### src/rtl/buzzer_melody_player_if.sv
`default_nettype none
// ============================================================================
// Module      : buzzer_melody_player_if
// Description : Control/status bundle between the melody player and the
//               button/LED logic.
//               start    - level request to play the tune (acted on in IDLE)
//               stop     - level abort, wins over everything but reset
//               buzzer   - square wave to the piezo pin
//               busy     - high while a note or inter-note gap is running
//               done     - one-cycle pulse on normal completion
//               note_idx - ROM entry currently playing, 0 when idle
// Revision    : 1.0 - initial release
// ============================================================================
interface buzzer_melody_player_if;
  logic       start;
  logic       stop;
  logic       buzzer;
  logic       busy;
  logic       done;
  logic [2:0] note_idx;

  // Button/LED side drives requests and observes status.
  modport master (
    output start,
    output stop,
    input  buzzer,
    input  busy,
    input  done,
    input  note_idx
  );

  // Player side.
  modport slave (
    input  start,
    input  stop,
    output buzzer,
    output busy,
    output done,
    output note_idx
  );
endinterface
`default_nettype wire

### src/rtl/buzzer_melody_player.sv
`default_nettype none
// ============================================================================
// Module      : buzzer_melody_player
// Description : Replays a fixed 8-note tune on the piezo buzzer. Each ROM
//               entry is (half-period N, beats); a note sounds a square wave
//               of period 2*(N+1) clocks for beats*BEAT_DIV clocks, then the
//               pin is silent for GAP_CYCLES clocks. N = 0 is a rest.
// Ports       : clk_50MHz    - 50 MHz system clock
//               reset_button - synchronous active-high reset
//               bus          - slave side of buzzer_melody_player_if
//                              (start/stop in; buzzer/busy/done/note_idx out)
// Revision    : 1.0 - initial release
// ============================================================================
module buzzer_melody_player #(
  parameter int unsigned BEAT_DIV   = 6_250_000,
  parameter int unsigned GAP_CYCLES = 500_000
) (
  input  wire logic             clk_50MHz,
  input  wire logic             reset_button,
  buzzer_melody_player_if.slave bus
);

  typedef enum logic [1:0] {
    S_IDLE = 2'd0,
    S_TONE = 2'd1,
    S_GAP  = 2'd2
  } state_t;

  localparam logic [31:0] c_beat_div = 32'(BEAT_DIV);
  localparam logic [31:0] c_gap_last = 32'(GAP_CYCLES) - 32'd1;

  state_t      r_state;
  state_t      w_state_next;
  logic [2:0]  r_idx;
  logic [15:0] r_tc;      // position inside the current half-period
  logic [31:0] r_cnt;     // cycles spent in the current TONE or GAP
  logic        r_buzzer;
  logic        r_done;

  logic [15:0] w_half;
  logic [2:0]  w_beats;
  logic [31:0] w_note_last;
  logic        w_finish;

  // Melody ROM.
  always_comb begin
    w_half  = 16'd0;
    w_beats = 3'd2;
    unique case (r_idx)
      3'd0: begin w_half = 16'd60000; w_beats = 3'd2; end
      3'd1: begin w_half = 16'd47801; w_beats = 3'd2; end
      3'd2: begin w_half = 16'd42589; w_beats = 3'd2; end
      3'd3: begin w_half = 16'd37935; w_beats = 3'd2; end
      3'd4: begin w_half = 16'd31887; w_beats = 3'd4; end
      3'd5: begin w_half = 16'd0;     w_beats = 3'd2; end
      3'd6: begin w_half = 16'd37935; w_beats = 3'd2; end
      3'd7: begin w_half = 16'd47801; w_beats = 3'd4; end
      default: begin w_half = 16'd0; w_beats = 3'd2; end
    endcase
  end

  assign w_note_last = ({29'd0, w_beats} * c_beat_div) - 32'd1;

  // Next-state logic. stop overrides every transition, including the
  // completion pulse on the last gap cycle.
  always_comb begin
    w_state_next = r_state;
    w_finish     = 1'b0;
    unique case (r_state)
      S_IDLE: begin
        if (bus.start) w_state_next = S_TONE;
      end
      S_TONE: begin
        if (r_cnt == w_note_last) w_state_next = S_GAP;
      end
      S_GAP: begin
        if (r_cnt == c_gap_last) begin
          if (r_idx == 3'd7) begin
            w_state_next = S_IDLE;
            w_finish     = 1'b1;
          end else begin
            w_state_next = S_TONE;
          end
        end
      end
      default: w_state_next = S_IDLE;
    endcase
    if (bus.stop) begin
      w_state_next = S_IDLE;
      w_finish     = 1'b0;
    end
  end

  always_ff @(posedge clk_50MHz) begin
    if (reset_button) begin
      r_state  <= S_IDLE;
      r_idx    <= 3'd0;
      r_tc     <= 16'd0;
      r_cnt    <= 32'd0;
      r_buzzer <= 1'b0;
      r_done   <= 1'b0;
    end else begin
      r_state <= w_state_next;
      r_done  <= w_finish;
      if (w_state_next != r_state) begin
        // Every state change starts a fresh, silent interval.
        r_cnt    <= 32'd0;
        r_tc     <= 16'd0;
        r_buzzer <= 1'b0;
        if (r_state == S_GAP && w_state_next == S_TONE) begin
          r_idx <= r_idx + 3'd1;
        end else if (w_state_next != S_GAP) begin
          r_idx <= 3'd0;
        end
      end else if (r_state == S_TONE) begin
        r_cnt <= r_cnt + 32'd1;
        if (r_tc == w_half) begin
          r_tc <= 16'd0;
          // A rest keeps the pin low.
          if (w_half != 16'd0) r_buzzer <= ~r_buzzer;
        end else begin
          r_tc <= r_tc + 16'd1;
        end
      end else if (r_state == S_GAP) begin
        r_cnt <= r_cnt + 32'd1;
      end
    end
  end

  assign bus.buzzer   = r_buzzer;
  assign bus.busy     = (r_state != S_IDLE);
  assign bus.done     = r_done;
  assign bus.note_idx = r_idx;

endmodule
`default_nettype wire

### src/flat_wrapper.sv
// flat-port wrapper written by rule: the top's interface ports become plain ports
module buzzer_melody_player_flat 
#(
  parameter int unsigned BEAT_DIV   = 6_250_000,
  parameter int unsigned GAP_CYCLES = 500_000
)
  (clk_50MHz, reset_button, bus_start, bus_stop, bus_buzzer, bus_busy, bus_done, bus_note_idx);
  buzzer_melody_player_if bus_i ();
  input  wire logic clk_50MHz;
  input  wire logic reset_button;
  input wire logic [$bits(bus_i.start)-1:0] bus_start;
  input wire logic [$bits(bus_i.stop)-1:0] bus_stop;
  output wire logic [$bits(bus_i.buzzer)-1:0] bus_buzzer;
  output wire logic [$bits(bus_i.busy)-1:0] bus_busy;
  output wire logic [$bits(bus_i.done)-1:0] bus_done;
  output wire logic [$bits(bus_i.note_idx)-1:0] bus_note_idx;
  assign bus_i.start = bus_start;
  assign bus_i.stop = bus_stop;
  assign bus_buzzer = bus_i.buzzer;
  assign bus_busy = bus_i.busy;
  assign bus_done = bus_i.done;
  assign bus_note_idx = bus_i.note_idx;
  buzzer_melody_player #(.BEAT_DIV(BEAT_DIV), .GAP_CYCLES(GAP_CYCLES)) u_core (.clk_50MHz(clk_50MHz), .reset_button(reset_button), .bus(bus_i));
endmodule
### config.mk
export PLATFORM = sky130hd
export DESIGN_NAME = buzzer_melody_player_flat
export DESIGN_NICKNAME = d
export VERILOG_FILES = /design/src/rtl/buzzer_melody_player_if.sv /design/src/rtl/buzzer_melody_player.sv /design/src/flat_wrapper.sv
export SDC_FILE = /design/constraint.sdc
export NUM_CORES = 1
export LEC_CHECK = 0
export ABC_AREA = 1
export ABC_CLOCK_PERIOD_IN_PS = 6160
export CAP_MARGIN = 5
export CORE_UTILIZATION = 65
export CTS_CLUSTER_SIZE = 30
export DETAILED_ROUTE_END_ITERATION = 8
export GPL_ROUTABILITY_DRIVEN = 0
export PLACE_DENSITY = 0.83
export SYNTH_ARGS = -nofsm -noshare
export SYNTH_HDL_FRONTEND = slang
export SYNTH_SLANG_ARGS = --single-unit
### constraint.sdc
create_clock -name clk_50MHz -period 6.16 [get_ports clk_50MHz]
set_clock_uncertainty 0.05 [all_clocks]
set_input_delay 0.616 -clock clk_50MHz [delete_from_list [all_inputs] [get_ports clk_50MHz]]
set_output_delay 0.616 -clock clk_50MHz [all_outputs]
set_load 0.02 [all_outputs]
Yosys cells after proc, flatten, opt, wreduce, memory -nomap -nowiden:

Memory sizes are Yosys's and may differ from the RTL's. A register that Yosys moved wholly into a read port is not among the register bits.
Index checks and enable logic that the tools add are counted.

* add/sub/neg operators: 4
* multiply operators: 1
* eq/ne operators: 9
* muxes and demuxes: 14
* bitwise logic cells: 3
* reductions and logical operators: 10

Operators with widths (count)
* 2-to-1 mux 32 bit: 2
* adder 32 x 1 -> 32 bit (second input constant): 1
* equality test 32 x 19 -> 1 bit (second input constant): 1
* equality test 32 bit: 1
* subtractor 26 x 1 -> 27 bit (second input constant): 1
* multiplier 3 x 19 -> 22 bit (second input constant): 1
* adder 16 x 1 -> 16 bit (second input constant): 1
* equality test 16 bit: 1
* 2-to-1 mux 16 bit: 1
* nonzero test 16 bit: 1
* 2-to-1 mux 3 bit: 4
* 2-to-1 mux 2 bit: 4
* case mux 2 bit (3 select lines): 1
* nonzero test 2 bit: 3
* equality test 2 x 1 -> 1 bit (second input constant): 2
* OR reduction 4 bit: 1
* adder 3 x 1 -> 3 bit (second input constant): 1
* equality test 3 bit (second input constant): 1
* inverter 1 bit: 3
* AND reduction 3 bit: 1
* equality test 2 bit (second input constant): 1
* logical NOT 2 bit: 1
* 2-to-1 mux 1 bit: 2
* inequality test 2 bit: 1
* other kinds (4): 4

* register bits after elaboration: 55
* bits in read-only memories: 136
* output and inout port bits: 6
* word-level logic and storage cells: 48
* memories kept: 1

Memories
* (no name shown): words 8, width 17, rd ports 1, clocked after memory_dff 1, wr ports 0, line buzzer_melody_player.sv:49 `unique case (r_idx)`

Longest topological paths before layout:

Gate-level depths: netlist of run 1.

* word-level depth: 12
* mapped depth: 25
* mapped depth without buffers: 25

Worst setup path after synthesis of run 1:

Ideal clock, no wire load.

* kind: register to register
* from: reg, netlist name u_core.w_beats[1]
* to: reg, netlist name u_core.w_half[11]
* library setup time: 115 ps
* arrival: 2683 ps
* slack: 3312 ps
* cell stages (with the launch flop): 24
* buffers on the path: 1
* period minus slack after synthesis: 2848 ps
* path through: dfxtp_1 -> inv_1 -> ha_1 -> buf_6 -> a21oi_1 -> nand2_1 -> nor2_1 -> nand2_1 -> nor2_1 -> nand2_1 -> nand2_1 -> nand3_2 -> nand2_2 -> nand2_2 -> nand2_4 -> nand2_4 -> nand2_4 -> nand2_1 -> nand2_1 -> nand2_2 -> inv_1 -> ha_1 -> nand3_4 -> nand2_1

* cells in the longest elaborated chain, start to end: 12
* elaborated cells on any way between the ends: 15
* classes of those cells: add/sub (1); mul (1); eq/ne (4); mux (6); reduce/logical (3)

Ends and longest elaborated chain
* multiplier 3 x 19 -> 22 bit (*): line buzzer_melody_player.sv:62 `assign w_note_last = ({29'd0, w_beats} * c_beat_div) - 32'd1;`
* subtractor 26 x 1 -> 27 bit (*): line buzzer_melody_player.sv:62
* equality test 32 bit (*): line buzzer_melody_player.sv:74 `if (r_cnt == w_note_last) w_state_next = S_GAP;`
* 2-to-1 mux 2 bit (*): line buzzer_melody_player.sv:74
* case mux 2 bit (3 select lines) (*): line buzzer_melody_player.sv:69 `unique case (r_state)`
* 2-to-1 mux 2 bit (*): line buzzer_melody_player.sv:88 `if (bus.stop) begin`
* equality test 2 x 1 -> 1 bit: line buzzer_melody_player.sv:110 `if (r_state == S_GAP && w_state_next == S_TONE) begin`
* logical AND 1 bit: line buzzer_melody_player.sv:110
* nonzero test 2 bit (no line)
* AND reduction 2 bit (no line)
* 2-to-1 mux 3 bit (no line) (*) (2 in series)

Every way passes the cells marked *; elsewhere a longest branch is shown, timed or not.
A chain may end at the register's enable or synchronous reset.

Worst setup path in the final report of run 1:

* from: reg, netlist name u_core.w_beats[1]
* to: reg, netlist name u_core.w_half[11]

* cells in the longest elaborated chain, start to end: 12
* elaborated cells on any way between the ends: 15
* classes of those cells: add/sub (1); mul (1); eq/ne (4); mux (6); reduce/logical (3)

Ends and longest elaborated chain (line)
* multiplier 3 x 19 -> 22 bit (*): buzzer_melody_player.sv:62
* subtractor 26 x 1 -> 27 bit (*): buzzer_melody_player.sv:62
* equality test 32 bit (*): buzzer_melody_player.sv:74
* 2-to-1 mux 2 bit (*): buzzer_melody_player.sv:74
* case mux 2 bit (3 select lines) (*): buzzer_melody_player.sv:69
* 2-to-1 mux 2 bit (*): buzzer_melody_player.sv:88
* equality test 2 x 1 -> 1 bit: buzzer_melody_player.sv:110
* logical AND 1 bit: buzzer_melody_player.sv:110
* nonzero test 2 bit (no line)
* AND reduction 2 bit (no line)
* 2-to-1 mux 3 bit (no line) (*) (2 in series)

Marked as above.

==> impl_metrics.py, run 1 <==
metrics = {
    "timing": {
        "final_hold_viol_count": 0,
        "worstMarginPinSlew_ps": 670,
        "period_share": 0.562,
        "fin_setup_tns_ps": 0,
        "relSlewSlack": 0.553,
        "rsz0062_at_grt": "no",
        "layout_setup_ws_ps": 2700,
        "max_freq_ghz": 0.289,
        "hold_slack_ps": 430,
        "finalSetupViolCount": 0,
        "fin_crit_ps": 3460,
        "slew_violations": 0,
    },
    "finish": {
        "insertedDiodeCount": 0,
        "drive_above_1_share": 0.0963,
        "final_cells": 721,
        "areaGrowthSynthToFinish_pct": 7.52,
        "post-route-util": 0.719,
        "final_cell_area_mm2": 0.00454,
        "num-nets-final": 662,
    },
    "clocking": {
        "numCtsBuffers": 9,
        "cts_resized": 0,
        "ctsRootBufferMaster": "clkbuf_8",
        "path_clk_slew_ps": 70,
        "hold_buffers": 0,
        "cts_tree": "yes",
        "clkLatencyLatePin_ps": 350,
        "htree_levels": 3,
        "cts_buffer_depth": 2,
        "cts_setup_buffers": 0,
        "cts_sinks": 70,
    },
    "worst_setup_path": {
        "worstSetupEndpoint": "u_core.w_half[11]",
        "crit_path_end_kind": "flip-flop",
        "worstSetupStartpointType": "flip-flop",
        "path_max_fanout": 14,
        "cp.depth": 20,
        "r2r_start": "u_core.w_beats[1]",
        "rrSetupSlack_ps": 2700,
        "cp.required_ps": 6340,
        "startpoint": "u_core.w_beats[1]",
        "path_cells": "inv_1 -> ha_1 -> inv_2 -> nand2_1 -> o21ai_0 -> nand3_1 -> nor2_1 -> nand4_2 -> nand2_2 -> nand3_1 -> nand2_2 -> nand2_4 -> nand2_4 -> nand2_1 -> nand2_1 -> nand2_2 -> inv_1 -> ha_1 -> nand3_4 -> nand2_1",
        "setup.worst_path.class": "flip-flop to flip-flop",
        "critical-path-top-delay-family": "simple AND/OR/NAND/NOR gates",
        "worst-r2r-cell-count": 20,
        "cp_common_cell": "nand2_1",
        "cp_num_buf_inv": 3,
        "max_stage_delay_ps": 450,
        "reg2reg_to": "u_core.w_half[11]",
        "arrival_ps": 3650,
        "cp_slowest_cell": "dfxtp_1",
    },
    "floorplanning": {
        "die_y_um": 82.6,
        "die-width_um": 82.6,
        "pin_count": 10,
        "design.core.area_mm2": 0.00631,
        "start_util": 0.669,
        "rows": 29,
        "die_area_mm2": 0.00683,
    },
    "place": {
        "dp_cells": 705,
        "place_hpwl_um": 7180,
        "io_buffers": 9,
        "dp_slack_ps": 2750,
        "dpl-instance-area_mm2": 0.00437,
    },
    "drt": {
        "drt_iter0_markers": 222,
        "first_pass_iters": 6,
        "vias": 3879,
        "antenna_left": 0,
        "wl_um": 9260,
        "drc": 0,
        "routedWlPerCell_um": 12.8,
        "viasPerCell": 5.38,
    },
    "global_routing": {
        "grt_usage": 0.292,
        "gr-usage-met1": 0.392,
        "use_met2": 0.454,
        "first_global_vias": 3424,
        "grt_max_degree": 34,
        "grt_overflow": 0,
        "busiest_layer": "met2",
        "antenna_found_initial": 0,
        "grt_pass1_wl_um": 15100,
        "grt_util_met3": 0.0791,
    },
    "logic_synthesis": {
        "synth_edf_count": 0,
        "synth.area.top_cells": "dfxtp_1 (33%), nand2_1 (14%), nor2_1 (9.9%), inv_1 (6.2%), ha_1 (5.6%)",
        "yosys-top-cells-count": "nand2_1 (155), nor2_1 (111), dfxtp_1 (70), inv_1 (70), nand3_1 (34)",
        "synth_top_area_frac": 0.332,
        "avgSynthCellArea_um2": 6.74,
        "ys_warn_count": 0,
        "synthesis.nets": 650,
        "synth_cell_type_count": 33,
        "synthArstFlopShare": 0,
        "synth.most_common_cell": "nand2_1",
        "ys_ff_latch": 70,
        "synth_cells": 627,
        "synth_area_leader_cell": "dfxtp_1",
        "syn_area_mm2": 0.00422,
        "synth_flop_cell": "dfxtp_1",
        "seq_area_frac_synth": 0.332,
    },
    "power": {
        "total_power_uw": 892,
        "power_per_cell_area_mw_per_mm2": 196,
        "pwr-share-seq": 0.532,
        "ir_drop_uv": 209,
        "power.share.clock": 0.375,
        "switching_share": 0.272,
        "p_leak_nw": 1.89,
        "combPwrFrac": 0.093,
        "intPower_uw": 649,
        "p_sw_uw": 243,
    },
    "min_path": {
        "hold_path.class": "flip-flop to flip-flop",
    },
    "outcome": {
        "status": "finished clean",
    },
    "flow_run": {
        "maxCapViolCount": 0,
    },
}
## power groups by stage
stage	registers, mW	logic [mW]	clock network (mW)
global placement	0.484	0.0796	0
finish	0.474	0.0829	0.335
global route	0.476	0.0942	0.357
floorplan	0.483	0.0629	0
CTS	0.474	0.0828	0.336
detailed placement	0.485	0.0821	0
## how the worst min path moves through the flow
stage	cells past startpoint	endpoint	from
after detailed placement	2	u_core.r_cnt[31]	u_core.r_cnt[31]
final	2	u_core.r_cnt[31]	u_core.r_cnt[31]
after floorplan	2	u_core.r_cnt[31]	u_core.r_cnt[31]
after global routing	2	u_core.r_cnt[31]	u_core.r_cnt[31]
after global placement	2	u_core.r_cnt[31]	u_core.r_cnt[31]
after CTS	2	u_core.r_cnt[31]	u_core.r_cnt[31]
## placed cells by master (no fill, tap or decap), drive strengths merged, types with 5 or more instances in the layout
| master | netlist | routed |
|---|---|---|
| nor3 | 22 | 22 |
| nand4 | 17 | 17 |
| clkdlybuf4s50 | 0 | 9 |
| xor2 | 21 | 21 |
| nor4 | 6 | 6 |
| nor3b | 5 | 5 |
| a21oi | 16 | 16 |
| ha | 19 | 19 |
| o21ai | 12 | 12 |
| dfxtp | 70 | 70 |
| nor2 | 117 | 117 |
| nand2 | 167 | 167 |
| or2 | 7 | 7 |
| inv | 81 | 82 |
| clkbuf | 1 | 11 |
| nand3 | 41 | 41 |
| xnor2 | 10 | 10 |
## flip-flops by register name, indices dropped and copies added (netlist names)
register / cells
u_core.bus.buzzer: 1
u_core.r_state: 2
u_core.bus.note_idx: 3
u_core.w_beats: 2
u_core.bus.done: 1
u_core.r_cnt: 32
u_core.w_half: 13
u_core.r_tc: 16
## cell families (layout without fill, tap and decap cells)
group / Yosys count / after routing / share of synthesized area
flops: 70 / 70 / 0.332
compound gates: 31 / 31 / 0.0385
simple gates: 387 / 387 / 0.427
xor+xnor: 31 / 31 / 0.0643
buf+inv: 89 / 106 / 0.0823
fa+ha+maj: 19 / 19 / 0.0563
## metal layers
metal / wire length [um] / share of wire / up-vias
met3: 595 / 0.064 / 18
met5: 0 / 0 / -
met1: 4420 / 0.48 / 1729
li1: - / - / 2009
met2: 4090 / 0.44 / 123
met4: 160 / 0.017 / 0
## worst reg2reg max path: stages, from the launching register on
cell	delay (ps)
dfxtp_1	450
inv_1	140
ha_1	390
inv_2	140
nand2_1	100
o21ai_0	180
nand3_1	90
nor2_1	150
nand4_2	160
nand2_2	130
nand3_1	90
nand2_2	150
nand2_4	100
nand2_4	100
nand2_1	70
nand2_1	100
nand2_2	110
inv_1	170
ha_1	290
nand3_4	110
nand2_1	70
## layout make-up
class | count | area, um^2
Fill cell | 523 | 1770
Timing Repair Buffer | 9 | 90.1
Clock buffer | 11 | 141
Sequential cell | 70 | 1400
Clock inverter | 5 | 33.8
Multi-Input combinational cell | 468 | 2470
Inverter | 81 | 304
Tap cell | 77 | 96.3
No activity file was read; power rests on OpenSTA's default activity.
==> inputs of run 2 (changes only) <==
--- a/config.mk
+++ b/config.mk
@@ -6,13 +6,13 @@
 export NUM_CORES = 1
 export LEC_CHECK = 0
 export ABC_AREA = 1
-export ABC_CLOCK_PERIOD_IN_PS = 6160
+export ABC_CLOCK_PERIOD_IN_PS = 3500
 export CAP_MARGIN = 5
-export CORE_UTILIZATION = 65
+export CORE_UTILIZATION = 62
 export CTS_CLUSTER_SIZE = 30
 export DETAILED_ROUTE_END_ITERATION = 8
 export GPL_ROUTABILITY_DRIVEN = 0
-export PLACE_DENSITY = 0.83
+export PLACE_DENSITY = 0.8
 export SYNTH_ARGS = -nofsm -noshare
 export SYNTH_HDL_FRONTEND = slang
 export SYNTH_SLANG_ARGS = --single-unit
==> constraint.sdc (replaced) <==
create_clock -name clk_50MHz -period 3.5 [get_ports clk_50MHz]
set_clock_uncertainty 0.05 [all_clocks]
set_input_delay 0.35 -clock clk_50MHz [delete_from_list [all_inputs] [get_ports clk_50MHz]]
set_output_delay 0.35 -clock clk_50MHz [all_outputs]
set_load 0.02 [all_outputs]
==> impl_metrics.py, run 2 (synthesized netlist as in run 1, its figures left out) <==
metrics = {
    "timing": {
        "rsz0062_at_grt": "no",
        "fin_crit_ps": 3100,
        "hold_slack_ps": 434,
        "fin_setup_tns_ps": 0,
        "max_freq_ghz": 0.322,
        "final_hold_viol_count": 0,
        "worstMarginPinSlew_ps": 566,
        "finalSetupViolCount": 0,
        "period_share": 0.887,
        "slew_violations": 0,
        "relSlewSlack": 0.622,
    },
    "floorplanning": {
        "die_area_mm2": 0.00715,
        "design.core.area_mm2": 0.00646,
        "rows": 29,
        "start_util": 0.654,
        "die-width_um": 84.5,
        "pin_count": 10,
        "die_y_um": 84.5,
    },
    "finish": {
        "num-nets-final": 665,
        "largest_register": "u_core.r_cnt",
        "drive_above_1_share": 0.105,
        "final_cell_area_mm2": 0.00461,
        "multi_input_area_mm2": 0.00249,
        "areaGrowthSynthToFinish_pct": 9.18,
        "fill_cells": 541,
        "insertedDiodeCount": 0,
        "final_cell_mix": "nand2_1 (155), nor2_1 (111), inv_1 (70)",
        "regArea_mm2": 0.00140,
        "final_common_cell": "nand2_1",
        "largest_reg_flops": 32,
    },
    "worst_setup_path": {
        "cp.required_ps": 3690,
        "crit_path_end_kind": "flip-flop",
        "path_max_fanout": 14,
        "worstSetupStartpointType": "flip-flop",
        "setup.worst_path.class": "flip-flop to flip-flop",
        "arrival_ps": 3290,
    },
    "clocking": {
        "htree_levels": 3,
        "cts_buffer_depth": 2,
        "path_clk_slew_ps": 80,
        "cts_setup_buffers": 0,
        "numCtsBuffers": 9,
        "hold_buffers": 0,
        "cts_resized": 0,
        "ctsRootBufferMaster": "clkbuf_8",
        "cts_sinks": 70,
        "clkLatencyLatePin_ps": 350,
        "cts_tree": "yes",
    },
    "drt": {
        "antenna_left": 0,
        "wl_um": 9110,
        "vias": 3829,
        "routedWlPerCell_um": 12.6,
        "drt_iter0_markers": 270,
        "drc": 0,
        "first_pass_iters": 6,
        "viasPerCell": 5.29,
    },
    "place": {
        "dpl-instance-area_mm2": 0.00439,
        "place_hpwl_um": 6920,
        "io_buffers": 9,
    },
    "outcome": {
        "status": "finished clean",
    },
    "power": {
        "switching_share": 0.256,
        "p_leak_nw": 1.92,
        "intPower_mw": 1.24,
        "pwr-share-seq": 0.502,
        "power.share.clock": 0.407,
        "power_per_cell_area_mw_per_mm2": 360,
        "ir_drop_uv": 297,
        "combPwrFrac": 0.090,
        "p_sw_uw": 425,
    },
    "min_path": {
        "hold_path.class": "flip-flop to flip-flop",
    },
    "global_routing": {
        "grt_overflow": 0,
        "first_global_vias": 3487,
        "grt_max_degree": 17,
        "grt_pass1_wl_um": 15600,
        "grt_usage": 0.275,
        "antenna_found_initial": 0,
    },
    "flow_run": {
        "maxCapViolCount": 0,
    },
}
==> run 2: cell count changes in the layout (fill, tap and decap cells not counted), sizes merged <==
cell / before / now
buf: 0 / 3
clkbuf: 11 / 13
bufinv: 0 / 1
clkinv: 2 / 1
clkinvlp: 2 / 1
inv: 82 / 81
==> run 2: layout make-up <==
type                    instances  share of cell area
clock buffers                  13              0.0345
flip-flops and latches         70               0.304
inverters                      81              0.0659
well taps                      77              0.0209
clock inverters                 3             0.00922
multi-input cells             468               0.541
repair buffers                 12              0.0244
==> run 2: routing by layer <==
layer  share of wire  vias to the layer above  track usage
met4           0.014                        0       0.0986
met1            0.50                     1680        0.389
met3           0.070                       13       0.0580
li1                -                     2004            -
met2            0.42                      132        0.415
met5               0                        -            0
==> run 2: worst max-delay path, stage by stage (launching register included) <==
cell,delay [ps]
dfxtp_2,360
inv_1,130
ha_2,340
inv_2,80
nand2_1,60
nand2_1,60
nor2_1,100
nand3_1,90
nor2_1,150
nand4_2,150
nand2_2,120
nand3_1,90
nand2_2,160
nand2_4,100
nand2_4,100
nand2_1,60
nand2_1,90
nand2_2,100
inv_1,200
ha_4,240
nand3_4,90
nand2_1,70
==> run 2: final timing paths <==
| path | startpoint | end | slack [ps] | cells past startpoint |
|---|---|---|---|---|
| max reg2reg | u_core.w_beats[1] | u_core.w_half[13] | 400 | 21 |
| min | u_core.r_cnt[31] | u_core.r_cnt[31] | 430 | 2 |
| max | u_core.w_beats[1] | u_core.w_half[13] | 400 | 21 |
| min reg2reg | u_core.r_cnt[31] | u_core.r_cnt[31] | 430 | 2 |
==> run 2: per-stage QoR <==
step | total power [mW] | worst slack [ps] | std cells | utilization
finish | 1.66 | 396 | 724 | 0.714
global route | 1.72 | 32.8 | 724 | 0.714
global placement | 0.995 | 358 | 708 | 0.680
floorplan | 0.960 | 652 | 627 | -
CTS | 1.67 | 105 | 724 | 0.711
detailed placement | 1.00 | 140 | 708 | 0.680
==> run 2: power groups by stage <==
stage          logic (mW)  registers, mW  clock network (mW)
2_1_floorplan       0.111          0.849                   0
3_3_place_gp        0.143          0.852                   0
3_5_place_dp        0.147          0.853                   0
4_1_cts             0.148          0.834               0.685
5_1_grt             0.170          0.837               0.715
6_report            0.150          0.835               0.677
==> inputs of run 3 (changes only) <==
--- a/config.mk
+++ b/config.mk
@@ -6,12 +6,13 @@
 export NUM_CORES = 1
 export LEC_CHECK = 0
 export ABC_AREA = 1
-export ABC_CLOCK_PERIOD_IN_PS = 3500
-export CAP_MARGIN = 5
+export ABC_CLOCK_PERIOD_IN_PS = 3400
+export CAP_MARGIN = 20
 export CORE_UTILIZATION = 62
 export CTS_CLUSTER_SIZE = 30
 export DETAILED_ROUTE_END_ITERATION = 8
 export GPL_ROUTABILITY_DRIVEN = 0
+export HOLD_SLACK_MARGIN = 0.05
 export PLACE_DENSITY = 0.8
 export SYNTH_ARGS = -nofsm -noshare
 export SYNTH_HDL_FRONTEND = slang
==> constraint.sdc (replaced) <==
create_clock -name clk_50MHz -period 3.4 [get_ports clk_50MHz]
set_clock_uncertainty 0.05 [all_clocks]
set_input_delay 0.34 -clock clk_50MHz [delete_from_list [all_inputs] [get_ports clk_50MHz]]
set_output_delay 0.34 -clock clk_50MHz [all_outputs]
set_load 0.02 [all_outputs]
==> impl_metrics.py, run 3 (synthesized netlist as in run 1, its figures left out) <==
metrics = {
    "worst_setup_path": {
        "path_cells": "inv_1 -> ha_2 -> inv_2 -> nand2_1 -> o21ai_0 -> nand3_1 -> nor2_1 -> nand4_2 -> nand2_2 -> nand3_1 -> nand2_2 -> nand2_4 -> nand3b_1 -> nand2_1 -> nand2_2 -> inv_2 -> ha_1 -> nand3_4 -> nand2_1",
        "cp.required_ps": 3580,
        "reg2reg_to": "u_core.w_half[7]",
        "max_stage_delay_ps": 390,
        "startpoint": "u_core.w_beats[1]",
        "arrival_ps": 3340,
        "worstSetupStartpointType": "flip-flop",
        "worst-r2r-cell-count": 19,
        "critical-path-top-delay-family": "simple AND/OR/NAND/NOR gates",
        "cp.depth": 19,
        "path_max_fanout": 14,
        "setup.worst_path.class": "flip-flop to flip-flop",
        "r2r_start": "u_core.w_beats[1]",
        "rrSetupSlack_ps": 240,
        "cp_num_buf_inv": 3,
        "cp_slowest_cell": "dfxtp_4",
        "crit_path_end_kind": "flip-flop",
        "worstSetupEndpoint": "u_core.w_half[7]",
    },
    "flow_run": {
        "maxCapViolCount": 0,
    },
    "floorplanning": {
        "pin_count": 10,
        "rows": 29,
        "design.core.area_mm2": 0.00646,
        "start_util": 0.654,
        "die-width_um": 84.5,
        "die_area_mm2": 0.00715,
        "die_y_um": 84.5,
    },
    "timing": {
        "rsz0062_at_grt": "no",
        "relSlewSlack": 0.630,
        "period_share": 0.929,
        "layout_setup_ws_ps": 241,
        "worstMarginPinSlew_ps": 554,
        "fin_setup_tns_ps": 0,
        "max_freq_ghz": 0.317,
        "slew_violations": 0,
        "final_hold_viol_count": 0,
        "finalSetupViolCount": 0,
        "fin_crit_ps": 3160,
    },
    "global_routing": {
        "antenna_found_initial": 0,
        "grt_util_met3": 0.0688,
        "grt_usage": 0.282,
        "grt_overflow": 0,
        "grt_max_degree": 22,
        "first_global_vias": 3565,
        "grt_pass1_wl_um": 16200,
        "gr-usage-met1": 0.390,
        "busiest_layer": "met2",
        "use_met2": 0.427,
    },
    "drt": {
        "routedWlPerCell_um": 12.9,
        "drt_iter0_markers": 265,
        "viasPerCell": 5.35,
        "wl_um": 9340,
        "first_pass_iters": 5,
        "antenna_left": 0,
        "drc": 0,
        "vias": 3878,
    },
    "clocking": {
        "path_clk_slew_ps": 70,
        "cts_tree": "yes",
        "numCtsBuffers": 9,
        "ctsRootBufferMaster": "clkbuf_8",
        "cts_buffer_depth": 2,
        "cts_setup_buffers": 0,
        "cts_sinks": 70,
        "hold_buffers": 0,
        "htree_levels": 3,
        "cts_resized": 0,
        "clkLatencyLatePin_ps": 340,
    },
    "power": {
        "power_per_cell_area_mw_per_mm2": 387,
        "ir_drop_uv": 257,
        "p_leak_nw": 1.94,
    },
    "finish": {
        "regArea_mm2": 0.00141,
        "insertedDiodeCount": 0,
        "largest_register": "u_core.r_cnt",
        "multi_input_area_mm2": 0.00248,
        "largest_reg_flops": 32,
        "num-nets-final": 666,
        "final_common_cell": "nand2_1",
        "drive_above_1_share": 0.106,
        "areaGrowthSynthToFinish_pct": 9.77,
        "fill_cells": 537,
        "final_cell_mix": "nand2_1 (155), nor2_1 (111), inv_1 (69), dfxtp_1 (69), nand3_1 (34)",
        "final_cell_area_mm2": 0.00464,
    },
    "place": {
        "place_hpwl_um": 7050,
        "dpl-instance-area_mm2": 0.00440,
        "dp_slack_ps": 3.91,
        "io_buffers": 9,
    },
    "outcome": {
        "status": "finished clean",
    },
    "min_path": {
        "hold_path.class": "flip-flop to flip-flop",
    },
}
[run 3: power breakdown]
group	switching (mW)	total [mW]	internal, mW
Clock	0.310	0.782	0.473
Combinational	0.0991	0.155	0.0558
Sequential	0.0196	0.859	0.839
Total	0.428	1.80	1.37
[run 3: layout make-up]
class | count | area share
Clock buffer | 13 | 0.0364
Clock inverter | 3 | 0.0140
Inverter | 81 | 0.0656
Multi-Input combinational cell | 468 | 0.534
Sequential cell | 70 | 0.303
Tap cell | 77 | 0.0208
Timing Repair Buffer | 13 | 0.0259
[run 3: per-layer routing]
layer | vias up | routed length, um
li1 | 2007 | -
met1 | 1716 | 4470
met2 | 134 | 3950
met3 | 21 | 756
met4 | 0 | 161
met5 | - | 0
[run 3: tightest hold or removal path, cell delays in order (launching register included)]
cell and delay (ps):
dfxtp_1 330, nand2_1 70, a21oi_1 50
[run 3: worst min path at each step]
stage | startpoint | endpoint | slack, ps | depth (start not counted)
after floorplan | reset_button | u_core.r_state[1] | 360 | 1
after global placement | u_core.r_cnt[31] | u_core.r_cnt[31] | 420 | 2
after detailed placement | u_core.r_cnt[1] | u_core.r_cnt[1] | 430 | 2
after CTS | u_core.r_cnt[1] | u_core.r_cnt[1] | 440 | 2
after global routing | u_core.r_cnt[1] | u_core.r_cnt[1] | 460 | 2
final | u_core.r_cnt[1] | u_core.r_cnt[1] | 440 | 2
[run 3: metrics by stage]
stage | total power [mW] | utilization | instances | hold WS (ps)
2_1_floorplan | 0.988 | - | 627 | 362
3_3_place_gp | 1.03 | 0.681 | 709 | 415
3_5_place_dp | 1.03 | 0.681 | 709 | 426
4_1_cts | 1.81 | 0.717 | 725 | 438
5_1_grt | 1.86 | 0.718 | 725 | 465
6_report | 1.80 | 0.718 | 725 | 439
